===== src/rtl/pipeline_pkg.sv =====
// Shared types and constants for the pipeline hazard controller.
// Holds the sequencer state encoding and the control-line bundle.
package pipeline_pkg;

  localparam int CNT_W_DEF = 32;
  localparam int DW_CNT_W = 16;
  localparam logic [4:0] REG_ZERO = 5'd0;

  typedef enum logic [1:0] {
    RUN   = 2'd0,
    IWAIT = 2'd1,
    DWAIT = 2'd2
  } hz_state_e;

  typedef struct packed {
    logic pc_write;
    logic pc_sel_branch;
    logic ifid_write;
    logic idex_write;
    logic exmem_write;
    logic ifid_flush;
    logic idex_flush;
    logic exmem_flush;
    logic memwb_flush;
    logic imem_abort;
  } hz_ctl_t;

  localparam hz_ctl_t CTL_RUN = '{
    1'b1, 1'b0, 1'b1, 1'b1, 1'b1,
    1'b0, 1'b0, 1'b0, 1'b0, 1'b0
  };

  localparam hz_ctl_t CTL_RESET = '{
    1'b0, 1'b0, 1'b0, 1'b0, 1'b0,
    1'b1, 1'b1, 1'b1, 1'b1, 1'b0
  };

  function automatic logic load_use_hit(
    input logic       mem_read,
    input logic [4:0] rd,
    input logic [4:0] rs,
    input logic [4:0] rt,
    input logic       uses_rt
  );
    return mem_read && (rd != REG_ZERO) &&
           ((rd == rs) || (uses_rt && (rd == rt)));
  endfunction

endpackage


===== src/rtl/pipeline_hazard_ctrl_sat_counter.sv =====
// Saturating up-counter with synchronous clear.
// Holds at all-ones instead of wrapping.
module sat_counter #(
  parameter int W = 8
) (
  input  logic         clock,
  input  logic         reset_n,
  input  logic         clear,
  input  logic         inc,
  output logic [W-1:0] cnt
);

  logic [W-1:0] cnt_q;
  logic [W-1:0] cnt_d;

  always_comb begin
    cnt_d = cnt_q;
    if (clear) begin
      cnt_d = '0;
    end else if (inc && (cnt_q != '1)) begin
      cnt_d = cnt_q + W'(1);
    end
  end

  always_ff @(posedge clock or negedge reset_n) begin
    if (!reset_n) begin
      cnt_q <= '0;
    end else begin
      cnt_q <= cnt_d;
    end
  end

  assign cnt = cnt_q;

endmodule


===== src/rtl/pipeline_hazard_ctrl.sv =====
// Stall/flush sequencer for the 5-stage pipeline registers.
// Enables and flushes are combinational; state and counters are registered.
module pipeline_hazard_ctrl
  import pipeline_pkg::*;
#(
  parameter int CNT_W     = CNT_W_DEF,
  parameter int DWAIT_MAX = 255
) (
  input  logic             clock,
  input  logic             reset_n,
  input  logic [4:0]       ifid_rs,
  input  logic [4:0]       ifid_rt,
  input  logic             ifid_uses_rt,
  input  logic             idex_mem_read,
  input  logic [4:0]       idex_rd,
  input  logic             exmem_pc_src,
  input  logic             imem_req,
  input  logic             imem_ready,
  input  logic             dmem_req,
  input  logic             dmem_ready,
  output logic             pc_write,
  output logic             pc_sel_branch,
  output logic             ifid_write,
  output logic             idex_write,
  output logic             exmem_write,
  output logic             ifid_flush,
  output logic             idex_flush,
  output logic             exmem_flush,
  output logic             memwb_flush,
  output logic             imem_abort,
  output logic             err_dwait_timeout,
  output logic [CNT_W-1:0] stall_cnt,
  output logic [CNT_W-1:0] redirect_cnt
);

  localparam logic [DW_CNT_W-1:0] DW_LAST =
    DW_CNT_W'(DWAIT_MAX - 1);

  hz_state_e state_q;
  hz_state_e state_d;
  logic      err_q;
  logic      err_d;
  hz_ctl_t   ctl;
  logic      redir;

  logic fetch_out;
  logic dstall;
  logic fwait;
  logic lu;
  logic dw_clr;
  logic dw_inc;
  logic [DW_CNT_W-1:0] dw_cnt;

  assign fetch_out = imem_req & ~imem_ready;

  assign dstall = (state_q == DWAIT) ?
                  ~dmem_ready : (dmem_req & ~dmem_ready);

  // Once in IWAIT the fetch is tracked by state, not by imem_req.
  assign fwait = (state_q == IWAIT) ? ~imem_ready : fetch_out;

  assign lu = load_use_hit(idex_mem_read, idex_rd,
                           ifid_rs, ifid_rt, ifid_uses_rt);

  always_comb begin
    ctl     = CTL_RUN;
    state_d = state_q;
    redir   = 1'b0;
    priority case (1'b1)
      dstall: begin
        ctl.pc_write    = 1'b0;
        ctl.ifid_write  = 1'b0;
        ctl.idex_write  = 1'b0;
        ctl.exmem_write = 1'b0;
        ctl.memwb_flush = 1'b1;
        state_d         = DWAIT;
      end
      exmem_pc_src: begin
        ctl.pc_sel_branch = 1'b1;
        ctl.ifid_flush    = 1'b1;
        ctl.idex_flush    = 1'b1;
        ctl.exmem_flush   = 1'b1;
        ctl.imem_abort    = (state_q == IWAIT) | fetch_out;
        redir             = 1'b1;
        state_d           = RUN;
      end
      default: begin
        if (lu) begin
          ctl.pc_write   = 1'b0;
          ctl.ifid_write = 1'b0;
          ctl.idex_flush = 1'b1;
        end else if (fwait) begin
          ctl.pc_write   = 1'b0;
          ctl.ifid_flush = 1'b1;
        end
        state_d = fwait ? IWAIT : RUN;
      end
    endcase
    if (!reset_n) begin
      ctl   = CTL_RESET;
      redir = 1'b0;
    end
  end

  assign dw_clr = dstall & (state_q != DWAIT);
  assign dw_inc = (state_q == DWAIT) & ~dmem_ready;
  assign err_d  = err_q | (dw_inc & (dw_cnt == DW_LAST));

  always_ff @(posedge clock or negedge reset_n) begin
    if (!reset_n) begin
      state_q <= RUN;
      err_q   <= 1'b0;
    end else begin
      state_q <= state_d;
      err_q   <= err_d;
    end
  end

  sat_counter #(.W(CNT_W)) u_stall_cnt (
    .clock   (clock),
    .reset_n (reset_n),
    .clear   (1'b0),
    .inc     (~ctl.pc_write & reset_n),
    .cnt     (stall_cnt)
  );

  sat_counter #(.W(CNT_W)) u_redirect_cnt (
    .clock   (clock),
    .reset_n (reset_n),
    .clear   (1'b0),
    .inc     (redir),
    .cnt     (redirect_cnt)
  );

  sat_counter #(.W(DW_CNT_W)) u_dwait_cnt (
    .clock   (clock),
    .reset_n (reset_n),
    .clear   (dw_clr),
    .inc     (dw_inc),
    .cnt     (dw_cnt)
  );

  assign pc_write          = ctl.pc_write;
  assign pc_sel_branch     = ctl.pc_sel_branch;
  assign ifid_write        = ctl.ifid_write;
  assign idex_write        = ctl.idex_write;
  assign exmem_write       = ctl.exmem_write;
  assign ifid_flush        = ctl.ifid_flush;
  assign idex_flush        = ctl.idex_flush;
  assign exmem_flush       = ctl.exmem_flush;
  assign memwb_flush       = ctl.memwb_flush;
  assign imem_abort        = ctl.imem_abort;
  assign err_dwait_timeout = err_q;

endmodule


===== config.mk =====
export PLATFORM = sky130hd
export DESIGN_NAME = pipeline_hazard_ctrl
export DESIGN_NICKNAME = d
export VERILOG_FILES = /design/src/rtl/pipeline_pkg.sv /design/src/rtl/pipeline_hazard_ctrl_sat_counter.sv /design/src/rtl/pipeline_hazard_ctrl.sv
export SDC_FILE = /design/constraint.sdc
export NUM_CORES = 1
export LEC_CHECK = 0
export BUFFER_PORTS_ARGS = -buffer_cell sky130_fd_sc_hd__buf_4
export CORE_MARGIN = 5
export CORE_UTILIZATION = 25
export DETAILED_ROUTE_END_ITERATION = 8
export PLACE_DENSITY = 0.5
export RECOVER_POWER = 25
export SYNTH_ARGS = -nofsm -noshare
export SYNTH_HDL_FRONTEND = slang
export SYNTH_SLANG_ARGS = --single-unit
export TNS_END_PERCENT = 10

===== constraint.sdc =====
create_clock -name clock -period 2.3 [get_ports clock]
set_clock_uncertainty 0.2 [all_clocks]
set_input_delay 0.575 -clock clock [delete_from_list [all_inputs] [get_ports clock]]
set_output_delay 0.575 -clock clock [all_outputs]
set_load 0.02 [all_outputs]

==> results.sh <==
export IMPL_combPwrFrac_pct=23.1
export IMPL_arrival_ns=1.82
export IMPL_cts_made_buffers=9
export IMPL_violations="negative setup slack"
export IMPL_grt_overflow=0
export IMPL_syn_to_final_growth_pct=47.68
export IMPL_yosys_warnings=0
export IMPL_power_frac_clock_pct=33.7
export IMPL_n_antenna_cell=0
export IMPL_routed_wl_met2_um=5815
export IMPL_required_ns=1.52
export IMPL_p_int_w=0.002764
export IMPL_cap_violations=0
export IMPL_cts_tree="yes"
export IMPL_crit_end="ifid_write"
export IMPL_dpl_worst_slack_ns=-0.3471
export IMPL_met3_length_um=468
export IMPL_wl_met1_um=5215
export IMPL_hold_viol_final=0
export IMPL_end_kind="output port"
export IMPL_power_leakage_nw=2.933
export IMPL_clk_pin_slew_ns=0.06
export IMPL_period_share_pct=112.8
export IMPL_start_util_pct=25.16
export IMPL_rr_endpoint="u_stall_cnt.cnt[1]"
export IMPL_hold_start="err_dwait_timeout"
export IMPL_final_cells=837
export IMPL_fin_hold_ws_ns=0.2937
export IMPL_switching_share_pct=28.42
export IMPL_die_height_um=141.3
export IMPL_highest_layer="met4"
export IMPL_setup_slack_ns=-0.2936
export IMPL_hp_class="register to register"
export IMPL_dr_pass1_iters=4
export IMPL_ys_types=53
export IMPL_vias=3762
export IMPL_grt_pass1_vias=3932
export IMPL_core_mm2=0.01712
export IMPL_rr_worst_depth=6
export IMPL_crit_fanout=4
export IMPL_port_buffers=98
export IMPL_drc=0
export IMPL_mostFrequentLayoutCell="buf_4"
export IMPL_die_area_mm2=0.01995
export IMPL_grt_max_degree=50
export IMPL_dieWidth_um=141.3
export IMPL_vdd_drop_max_mv=0.3947
export IMPL_run_status="finished with violations"
export IMPL_most_common_layout_cells="164 x buf_4, 81 x dfrtp_1, 58 x xnor2_1"
export IMPL_period_needed_ns=2.594
export IMPL_ys_async_sr_fraction_pct=100.0
export IMPL_yosysSeqAreaShare_pct=48.23
export IMPL_viasPerCell=4.495
export IMPL_antenna_found_initial=0
export IMPL_p_switching_w=0.001098
export IMPL_worst_pin_slew_ns=1.213
export IMPL_netlist_area_mm2=0.004307
export IMPL_insertion_delay_ns=0.33
export IMPL_cts_max_path_buffers=2
export IMPL_rsz0062_at_grt="yes"
export IMPL_cts_max_level=3
export IMPL_synth_ff_type="dfrtp_1"
export IMPL_place_inst=815
export IMPL_timing_rr_start="u_stall_cnt.cnt[1]"
export IMPL_critPathKind="input pin to output port"
export IMPL_synth_edff_count=0
export IMPL_wl_per_cell_um=13.94
export IMPL_final_nets=636
export IMPL_cp_start_kind="input pin"
export IMPL_fillers=1743
export IMPL_finalWirelength_um=11670
export IMPL_avgSynthCellArea_um2=10.06
export IMPL_reg2reg_slack_ns=0.03
export IMPL_tns_ns=-5.538
export IMPL_clock_sinks=83
export IMPL_startpoint="idex_rd[4]"
export IMPL_postRouteAntennaNets=0
export IMPL_slew_limit_headroom_pct=19.15
export IMPL_grt_usage_pct=12.07
export IMPL_std_cell_rows=48
export IMPL_drive_gt1_share_pct=38.40
export IMPL_place_congestion=0.7746
export IMPL_grt_pass1_wl_um=19580
export IMPL_root_buffer="clkbuf_16"
export IMPL_postSynthCellCount=428
export IMPL_io_pins=99
export IMPL_setup_viol=36
export IMPL_hpwlAfterDp_um=8881
export IMPL_syn_num_nets=456
export IMPL_slew_violations=0
export IMPL_fmax_ghz=0.3856
export IMPL_p_seq_share_pct=43.2
export IMPL_synth_seq_cells=83
export IMPL_power_per_cell_area_mw_per_mm2=607.2
export IMPL_drt_first_iter_violations=122
through the flow:
step | area (um^2) | power (W) | utilization, %
3_3_place_gp | 5862 | 0.002515 | 34.25
2_1_floorplan | 4347 | 0.002082 | -
3_5_place_dp | 5862 | 0.002535 | 34.25
6_report | 6360 | 0.003861 | 37.16
5_1_grt | 6360 | 0.004070 | 37.16
4_1_cts | 6295 | 0.003943 | 36.78
final cells by class:
class                      count  area [um^2]  area share, %
sequential                    83         2079          32.70
multi-input combinational    325         2298          36.14
clock inverter                 2        12.51         0.1967
tap                          225        281.5          4.427
timing repair buffer         178         1396          21.96
clock buffer                  13        250.2          3.935
inverter                      11        41.29         0.6492
synthesized netlist by cell type (2+ instances only):
master    instances  area [um^2]
a21o_1            2        15.01
a21o_2            2        17.52
a21oi_1           8        40.04
and2_1            2        12.51
and3_1            9        56.30
and4_1            6        52.55
buf_2             2        10.01
buf_6             3        33.78
clkbuf_1          2        7.510
dfrtp_1          83         2077
ha_1              4        50.05
inv_1            11        41.29
mux2_2            2        22.52
nand2_1          32        120.1
nand3_1          33        165.2
nand3b_1          3        22.52
nand4_1          36        225.2
nor2_1           45        168.9
nor2b_1           2        12.51
nor3_1           10        50.05
nor3b_1           3        22.52
nor4_1            6        37.54
o21ai_0           7        35.03
o21bai_1          3        22.52
or3_1             5        31.28
or4_1             2        15.01
xnor2_1          62        543.0
xor2_1           18        157.7
layer usage:
metal	vias to the layer above	global-route usage, %
li1	1878	-
met1	1803	15.27
met2	67	20.49
met3	14	3.168
met4	0	3.162
met5	-	0
critical path: stages:
cell	delay, ns
buf_8	0.10
or4_4	0.53
o21ai_4	0.14
nand2b_4	0.18
nor2_4	0.04
nor2_2	0.12
buf_6	0.13
logic make-up after synthesis:
kind of cell	count (synthesis)	synth area share, %
buf+inv	20	2.411
xor+xnor	80	16.27
fa+ha+maj	4	1.162
flops	83	48.23
simple gates	207	26.41
compound gates	31	4.736
mux	3	0.7844
power groups by stage:
stage	Sequential (W)	Combinational (W)	Clock, W
global placement	0.00169	0.000828	0
finish	0.00167	0.000891	0.00130
global route	0.00169	0.000974	0.00141
CTS	0.00167	0.000896	0.00138
detailed placement	0.00169	0.000842	0
floorplan	0.00183	0.000248	0
flip-flops by register name (all words and copies together), names as in the netlist:
register,cells
u_redirect_cnt.cnt,32
u_stall_cnt.cnt,32
u_dwait_cnt.cnt,16
err_dwait_timeout,1
state_q,2
worst min path at each step:
stage | end | cells after the start
floorplan | err_dwait_timeout | 0
global placement | u_redirect_cnt.cnt[6] | 1
detailed placement | u_redirect_cnt.cnt[4] | 1
CTS | u_redirect_cnt.cnt[27] | 2
global route | err_dwait_timeout | 1
finish | err_dwait_timeout | 1
what timing repair did:
action | CTS | global route
endpoints found under the hold margin | 7 | 0
setup buffers | 6 | 0
pin swaps | 17 | 15
resized for setup | 27 | 15
hold buffers | 1 | 0
setup endpoints to repair | 16 | 45
cloned | 0 | 0
Power figures use the tool's default switching activity.
